===== src/rtl/noc_pkg.sv =====
// Shared NoC definitions: flit type encoding, type-field position and the
// head/tail classifiers used by the FIFO, route-compute and arbiter stages.
package noc_pkg;

   // Two-bit flit type carried in the top bits of every flit
   typedef enum logic [1:0] {
      FLIT_BODY   = 2'b00,
      FLIT_TAIL   = 2'b01,
      FLIT_HEAD   = 2'b10,
      FLIT_SINGLE = 2'b11
   } flit_type_e;

   // Output-port arbiter FSM states
   typedef enum logic {
      IDLE   = 1'b0,
      LOCKED = 1'b1
   } arb_state_e;

   localparam int FLIT_WIDTH    = 64;
   localparam int FLIT_TYPE_MSB = FLIT_WIDTH - 1;
   localparam int FLIT_TYPE_LSB = FLIT_WIDTH - 2;

   // A flit that opens a packet (and may therefore win arbitration)
   function automatic logic is_head(input flit_type_e t);
      return (t == FLIT_HEAD) || (t == FLIT_SINGLE);
   endfunction

   // A flit that closes a packet
   function automatic logic is_tail(input flit_type_e t);
      return (t == FLIT_TAIL) || (t == FLIT_SINGLE);
   endfunction

endpackage


===== src/rtl/noc_out_port_arbiter_if.sv =====
// Flit bus between the input FIFOs, the output-port arbiter and the link.
interface noc_out_port_arbiter_if #(
   parameter int WIDTH  = 64,
   parameter int NUM_IN = 5
);
   logic [NUM_IN*WIDTH-1:0] in_data;
   logic [NUM_IN-1:0]       in_valid;
   logic [NUM_IN-1:0]       in_ready;
   logic [WIDTH-1:0]        out_data;
   logic                    out_valid;
   logic                    out_ready;

   // FIFO/link side
   modport master (
      output in_data, in_valid, out_ready,
      input  in_ready, out_data, out_valid
   );

   // Arbiter side
   modport slave (
      input  in_data, in_valid, out_ready,
      output in_ready, out_data, out_valid
   );
endinterface


===== src/rtl/noc_out_port_arbiter_rr_arbiter.sv =====
// Combinational rotating-priority arbiter: the first requester at or after
// ptr (wrapping) wins. No state lives here.
module rr_arbiter #(
   parameter int N = 5,
   localparam int PTR_W = $clog2(N)
) (
   input  logic [N-1:0]     req,
   input  logic [PTR_W-1:0] ptr,
   output logic [N-1:0]     gnt,
   output logic [PTR_W-1:0] gnt_id,
   output logic             any
);
   int   idx_s;
   logic hit_s;

   // Scan requesters starting at ptr and keep the first one found
   always_comb begin
      gnt    = '0;
      gnt_id = '0;
      any    = 1'b0;
      idx_s  = 0;
      hit_s  = 1'b0;
      for (int k = 0; k < N; k++) begin
         idx_s      = (int'(ptr) + k) % N;
         hit_s      = !any && req[idx_s];
         gnt[idx_s] = gnt[idx_s] | hit_s;
         gnt_id     = hit_s ? PTR_W'(idx_s) : gnt_id;
         any        = any | hit_s;
      end
   end
endmodule


===== src/rtl/noc_out_port_arbiter.sv =====
// Router output-port stage: wormhole round-robin arbitration of NUM_IN input
// FIFOs onto one registered ready/valid link. A winning HEAD keeps the port
// until its TAIL has been sent.
module noc_out_port_arbiter
   import noc_pkg::*;
#(
   parameter int WIDTH  = 64,
   parameter int NUM_IN = 5
) (
   input  logic                  clk,
   input  logic                  rst,
   noc_out_port_arbiter_if.slave bus,
   output logic                  lock_busy,
   output logic                  proto_err
);
   localparam int PTR_W = $clog2(NUM_IN);

   arb_state_e        state_q, state_d;
   logic [PTR_W-1:0]  rr_ptr_q, rr_ptr_d;
   logic [PTR_W-1:0]  owner_q, owner_d;
   logic [WIDTH-1:0]  out_data_q, out_data_d;
   logic              out_valid_q, out_valid_d;
   logic              proto_err_q, proto_err_d;

   flit_type_e        type_s [NUM_IN];
   logic [NUM_IN-1:0] head_req_s;
   logic [NUM_IN-1:0] bad_s;
   logic [NUM_IN-1:0] gnt_s;
   logic [PTR_W-1:0]  gnt_id_s;
   logic              any_s;
   logic [PTR_W-1:0]  sel_id_s;
   logic [WIDTH-1:0]  sel_flit_s;
   flit_type_e        sel_type_s;
   logic              can_load_s;
   logic              fire_s;
   logic [NUM_IN-1:0] in_ready_s;

   function automatic logic [PTR_W-1:0] next_port(input logic [PTR_W-1:0] id);
      if (id == PTR_W'(NUM_IN - 1)) begin
         return '0;
      end else begin
         return id + PTR_W'(1);
      end
   endfunction

   // Classify the flit waiting at each input: packet openers compete, others are only legal under a lock
   always_comb begin
      head_req_s = '0;
      bad_s      = '0;
      for (int i = 0; i < NUM_IN; i++) begin
         type_s[i]     = flit_type_e'(bus.in_data[i*WIDTH + WIDTH - 2 +: 2]);
         head_req_s[i] = bus.in_valid[i] && is_head(type_s[i]);
         bad_s[i]      = bus.in_valid[i] && !is_head(type_s[i]);
      end
   end

   rr_arbiter #(.N(NUM_IN)) u_rr_arbiter (
      .req    (head_req_s),
      .ptr    (rr_ptr_q),
      .gnt    (gnt_s),
      .gnt_id (gnt_id_s),
      .any    (any_s)
   );

   // Pick the flit that would be forwarded: the lock owner, else the arbitration winner
   always_comb begin
      can_load_s = !out_valid_q || bus.out_ready;
      sel_id_s   = (state_q == LOCKED) ? owner_q : gnt_id_s;
      sel_flit_s = bus.in_data[sel_id_s*WIDTH +: WIDTH];
      sel_type_s = flit_type_e'(sel_flit_s[WIDTH-1 -: 2]);
   end

   // Wormhole FSM: grant, lock/unlock, round-robin pointer and protocol-error detection
   always_comb begin
      state_d     = state_q;
      owner_d     = owner_q;
      rr_ptr_d    = rr_ptr_q;
      proto_err_d = proto_err_q;
      in_ready_s  = '0;
      fire_s      = 1'b0;
      case (state_q)
         IDLE: begin
            proto_err_d = proto_err_q | (|bad_s);
            if (any_s && can_load_s) begin
               in_ready_s = gnt_s;
               fire_s     = 1'b1;
               if (is_tail(sel_type_s)) begin
                  rr_ptr_d = next_port(gnt_id_s);
               end else begin
                  owner_d = gnt_id_s;
                  state_d = LOCKED;
               end
            end else begin
               in_ready_s = '0;
            end
         end
         LOCKED: begin
            in_ready_s[owner_q] = can_load_s;
            fire_s = can_load_s && bus.in_valid[owner_q];
            // Only a genuine TAIL ends the packet; stray HEAD/SINGLE at the owner just pass through
            if (fire_s && (sel_type_s == FLIT_TAIL)) begin
               rr_ptr_d = next_port(owner_q);
               state_d  = IDLE;
            end else begin
               state_d = LOCKED;
            end
         end
         default: begin
            state_d = IDLE;
         end
      endcase
   end

   // Output register: load on transfer, drop valid once accepted, otherwise hold
   always_comb begin
      out_data_d  = out_data_q;
      out_valid_d = out_valid_q;
      if (fire_s) begin
         out_data_d  = sel_flit_s;
         out_valid_d = 1'b1;
      end else if (bus.out_ready) begin
         out_valid_d = 1'b0;
      end else begin
         out_valid_d = out_valid_q;
      end
   end

   // State and output flops with synchronous reset
   always_ff @(posedge clk) begin
      if (rst) begin
         state_q     <= IDLE;
         rr_ptr_q    <= '0;
         owner_q     <= '0;
         out_data_q  <= '0;
         out_valid_q <= 1'b0;
         proto_err_q <= 1'b0;
      end else begin
         state_q     <= state_d;
         rr_ptr_q    <= rr_ptr_d;
         owner_q     <= owner_d;
         out_data_q  <= out_data_d;
         out_valid_q <= out_valid_d;
         proto_err_q <= proto_err_d;
      end
   end

   // Pops are suppressed while reset is held
   assign bus.in_ready  = in_ready_s & {NUM_IN{~rst}};
   assign bus.out_data  = out_data_q;
   assign bus.out_valid = out_valid_q;
   assign lock_busy     = (state_q == LOCKED);
   assign proto_err     = proto_err_q;
endmodule

===== src/flat_wrapper.sv =====
// flat-port wrapper written by rule: the top's interface ports become plain ports
module noc_out_port_arbiter_flat import noc_pkg::*;
#(
   parameter int WIDTH  = 64,
   parameter int NUM_IN = 5
)
  (clk, rst, lock_busy, proto_err, bus_in_data, bus_in_valid, bus_out_ready, bus_in_ready, bus_out_data, bus_out_valid);
  noc_out_port_arbiter_if #(.WIDTH(WIDTH), .NUM_IN(NUM_IN)) bus_i ();
  input  logic clk;
  input  logic rst;
  output logic lock_busy;
  output logic proto_err;
  input wire logic [$bits(bus_i.in_data)-1:0] bus_in_data;
  input wire logic [$bits(bus_i.in_valid)-1:0] bus_in_valid;
  input wire logic [$bits(bus_i.out_ready)-1:0] bus_out_ready;
  output wire logic [$bits(bus_i.in_ready)-1:0] bus_in_ready;
  output wire logic [$bits(bus_i.out_data)-1:0] bus_out_data;
  output wire logic [$bits(bus_i.out_valid)-1:0] bus_out_valid;
  assign bus_i.in_data = bus_in_data;
  assign bus_i.in_valid = bus_in_valid;
  assign bus_i.out_ready = bus_out_ready;
  assign bus_in_ready = bus_i.in_ready;
  assign bus_out_data = bus_i.out_data;
  assign bus_out_valid = bus_i.out_valid;
  noc_out_port_arbiter #(.WIDTH(WIDTH), .NUM_IN(NUM_IN)) u_core (.clk(clk), .rst(rst), .bus(bus_i), .lock_busy(lock_busy), .proto_err(proto_err));
endmodule

===== config.mk =====
export PLATFORM = sky130hd
export DESIGN_NAME = noc_out_port_arbiter_flat
export DESIGN_NICKNAME = d
export VERILOG_FILES = /design/src/rtl/noc_pkg.sv /design/src/rtl/noc_out_port_arbiter_if.sv /design/src/rtl/noc_out_port_arbiter_rr_arbiter.sv /design/src/rtl/noc_out_port_arbiter.sv /design/src/flat_wrapper.sv
export SDC_FILE = /design/constraint.sdc
export NUM_CORES = 1
export LEC_CHECK = 0
export CAP_MARGIN = 15
export CORE_AREA = 2 2 154 156
export CTS_BUF_LIST = sky130_fd_sc_hd__clkbuf_16
export DETAILED_ROUTE_END_ITERATION = 8
export DIE_AREA = 0 0 156 158
export DONT_BUFFER_PORTS = 1
export GPL_TIMING_DRIVEN = 0
export PLACE_DENSITY = 0.61
export SLEW_MARGIN = 20
export SYNTH_ARGS = -nofsm -noshare
export SYNTH_HDL_FRONTEND = slang
export SYNTH_SLANG_ARGS = --single-unit

===== constraint.sdc =====
create_clock -name clk -period 8.2 [get_ports clk]
set_clock_uncertainty 0.05 [all_clocks]
set_input_delay 1.64 -clock clk [delete_from_list [all_inputs] [get_ports clk]]
set_output_delay 1.64 -clock clk [all_outputs]
set_load 0.01 [all_outputs]

==> results by group <==
CTS
  • Worst-path clk slew: 0.07 ns
  • Clock tree buffer depth: 2
  • CTS Sinks: 73
  • CTS tree: yes
  • Root Buffer Master: clkbuf_16
  • Clk_lat worst skew: 0.34 ns
  • H-tree depth: 3
  • Total CTS buffers: 9

Critical path
  • CP Launch Type: register
  • CP Max Fanout: 13
  • Worst EP arrival: 6.23 ns
  • Critical path endpoint category: output port
  • Flop2flop setup slack: 1.11 ns
  • WP data required: 6.51 ns
  • Reg-to-reg endpoint: u_core.bus.out_data[0]
  • Worst reg2reg path depth: 21
  • Crit Path Category: register to output port
  • RR Startpoint: u_core.rr_ptr_q[0]

Floorplan
  • Die ar.: 24,600 sq um
  • I/O Pins: 400
  • Row cnt: 56
  • Die height: 158 um
  • Die Wd: 156 um
  • Core area: 23,100 sq um
  • Initial core utilization: 34.9%

Logic synthesis
  • Post-synthesis cell area: 8050 sq um
  • FF+latch count, synth: 73
  • Synth unique cells: 90
  • Ys Warns: 0
  • Syn Area/Cell: 8.81 sq um
  • Sequential fraction of the synthesis area: 18.2%
  • Async S/R FF share, synth: 0%
  • Cells after Synth: 914
  • Synth Net Count: 1,272
  • Post-synth EDFFs: 0
  • Ys flop type: dfxtp_1

Global routing
  • Overall Global Routing Usage: 31.6%
  • Gr ovfl total: 0
  • Largest net degree at the start of global routing: 14
  • Number of global-route vias before repair: 7,870
  • Initial antenna violation count: 17
  • Global-route wire length before repair: 55,400 um

Power
  • Leak pwr: 3.12 nW
  • VDD IR max: 0.000216 V
  • PwrDens: 578 nW/um^2
  • Total chip power: 5.09 mW

Timing
  • Final Hold Viols: 0
  • RSZ-0062 raised after global routing: no
  • F_max: 126 MHz
  • Period utilisation layout: 96.6%
  • Setup slack after layout: 0.276 ns
  • Slew at the pin closest to its max-slew limit: 0.960 ns
  • Fin. max-slew vios: 0
  • Minimum clock period: 7.92 ns
  • Rel. slew slack: 36.0%
  • # setup viols final: 0

Place
  • Placed cells: 1,204
  • Placed Area: 8420 sq um
  • Post-detail-place hpwl: 34,000 um
  • Pre-CTS setup slack: -0.219 ns
  • Number of port buffers: 0
  • Final GP Congestion: 0.977

Routing
  • ANT nets after route: 0
  • Vias per cell: 6.80
  • Total Wirelength: 41,100 um
  • # DRC: 0
  • Initial DRC Count: 951
  • First-pass DRT Iterations: 5
  • Wire per inst: 33.3 um
  • Vias: 8,396

Min path
  • Worst min-delay path class: register to register
  • Hold Path End: u_core.bus.out_data[17]
  • Hold depth: 2
  • Min-delay src: u_core.bus.out_data[17]

Run status
  • Run status: completed

Final layout
  • Layout Nets: 1,288
  • Leading cell types in the layout, fill and taps excluded: nor2_1 (115), nor3_1 (77), dfxtp_1 (72)
  • Most common cell after layout, fill and taps aside: nor2_1
  • Proportion of layout cells with a drive suffix above 1: 20.7%
  • Final instance area: 8810 sq um
  • Final Util: 38.2%
  • Non-Filler Instances: 1,235
  • Fill cells: 2,323
  • Area growth from synthesis to layout: 9.40%

Job
  • Max-cap violations: 0
==> worst max path at each step <==
stage,endpoint,from,cells after the start
finish,bus_in_ready[0],u_core.rr_ptr_q[0],21
global route,bus_in_ready[0],u_core.rr_ptr_q[0],23
CTS,bus_in_ready[0],u_core.rr_ptr_q[0],21
detailed placement,bus_in_ready[0],u_core.rr_ptr_q[0],23
global placement,bus_in_ready[0],u_core.rr_ptr_q[0],23
floorplan,bus_in_ready[0],u_core.rr_ptr_q[0],23
==> where the power goes <==
group	switching, mW	total, mW	internal (mW)
Combinational	2.26	3.94	1.67
Sequential	0.272	0.780	0.508
Clock	0.169	0.374	0.205
==> metal layers <==
| metal | track usage [%] | up-vias | wire length (um) |
|---|---|---|---|
| met3 | 18.9 | 83 | 7040 |
| met4 | 10.4 | 6 | 1340 |
| li1 | - | 3658 | - |
| met5 | 0 | - | 38 |
| met1 | 38.0 | 4053 | 15300 |
| met2 | 46.7 | 596 | 17300 |
==> cells in the mapped netlist (6+ instances only) <==
cell | instances | share of area [%]
o2111ai_1 | 7 | 0.76
buf_1 | 6 | 0.28
buf_4 | 6 | 0.56
clkbuf_1 | 42 | 2.0
nand3_1 | 23 | 1.4
a22oi_1 | 6 | 0.56
o211ai_1 | 7 | 0.65
inv_1 | 29 | 1.4
nand2b_1 | 10 | 0.78
ha_1 | 30 | 4.7
dfxtp_1 | 73 | 18
a211o_1 | 6 | 0.65
a21oi_1 | 27 | 1.7
buf_2 | 20 | 1.2
nand2_1 | 56 | 2.6
nor3_1 | 79 | 4.9
nor2_1 | 115 | 5.4
a221oi_2 | 40 | 7.5
a31oi_1 | 12 | 0.93
a21o_1 | 9 | 0.84
xnor2_1 | 6 | 0.65
mux2i_1 | 15 | 1.9
a2111oi_0 | 6 | 0.65
or3_1 | 6 | 0.47
o21ai_0 | 30 | 1.9
nor2b_1 | 9 | 0.70
nor4_1 | 6 | 0.47
a211oi_1 | 15 | 1.4
o21a_1 | 7 | 0.65
a221oi_1 | 26 | 2.8
and2_1 | 8 | 0.62
buf_6 | 7 | 0.98
o31ai_1 | 6 | 0.56
mux4_2 | 62 | 17
==> per-stage QoR <==
| stage | setup TNS (ns) | hold WS, ns |
|---|---|---|
| 2_1_floorplan | 0 | 0.455 |
| 3_3_place_gp | -0.0690 | 0.476 |
| 3_5_place_dp | -0.219 | 0.476 |
| 4_1_cts | 0 | 0.491 |
| 5_1_grt | 0 | 0.506 |
| 6_report | 0 | 0.493 |
==> final cells by class <==
| cell class | count | area [sq um] | share of cell area [%] |
|---|---|---|---|
| Tap cell | 290 | 363 | 4.12 |
| Clock buffer | 9 | 225 | 2.56 |
| Multi-Input combinational cell | 728 | 6110 | 69.4 |
| Inverter | 32 | 126 | 1.43 |
| Timing Repair Buffer | 5 | 37.5 | 0.426 |
| Clock inverter | 7 | 46.3 | 0.526 |
| Sequential cell | 73 | 1460 | 16.6 |
| Antenna cell | 10 | 25.0 | 0.284 |
| Buffer | 81 | 412 | 4.67 |
==> flip-flops by register name, indices dropped and copies added (netlist names) <==
register              flops
u_core.proto_err          1
u_core.rr_ptr_q           3
u_core.bus.out_valid      1
u_core.owner_q            3
u_core.lock_busy          1
u_core.bus.out_data      64
==> worst max-delay path, cell delays in order (launching register included) <==
cell      delay (ns)
dfxtp_2         0.46
buf_2           0.29
inv_1           0.13
clkbuf_2        0.30
ha_1            0.46
clkbuf_4        0.25
inv_4           0.19
ha_1            0.17
inv_1           0.04
ha_1            0.31
a211o_1         0.33
a211oi_4        0.38
mux2i_1         0.17
o311ai_4        0.40
o211ai_4        0.21
nand2b_1        0.27
nor3_1          0.34
nor4_2          0.14
o21ai_0         0.28
nand3_1         0.14
nor4b_1         0.37
a221o_1         0.23
==> cells by family (layout without fill, tap and decap cells) <==
| group | Yosys count | count (layout) | share of synthesized area (%) |
|---|---|---|---|
| adder cells (fa/ha/maj) | 30 | 30 | 4.66 |
| flip-flops | 73 | 73 | 18.2 |
| other | 0 | 10 | 0 |
| XOR/XNOR | 7 | 7 | 0.995 |
| buffers and inverters | 113 | 134 | 6.51 |
| multiplexers | 83 | 83 | 20.1 |
| AO/OA/AOI/OAI | 261 | 261 | 28.9 |
| AND/OR/NAND/NOR | 347 | 347 | 20.7 |
==> timing repair <==
action	CTS	global route
pin swaps	0	2
setup endpoints to repair	4	5
hold buffers	0	0
buffers inserted	0	5
resized for setup	6	13
(Power assumes the default switching activity.)
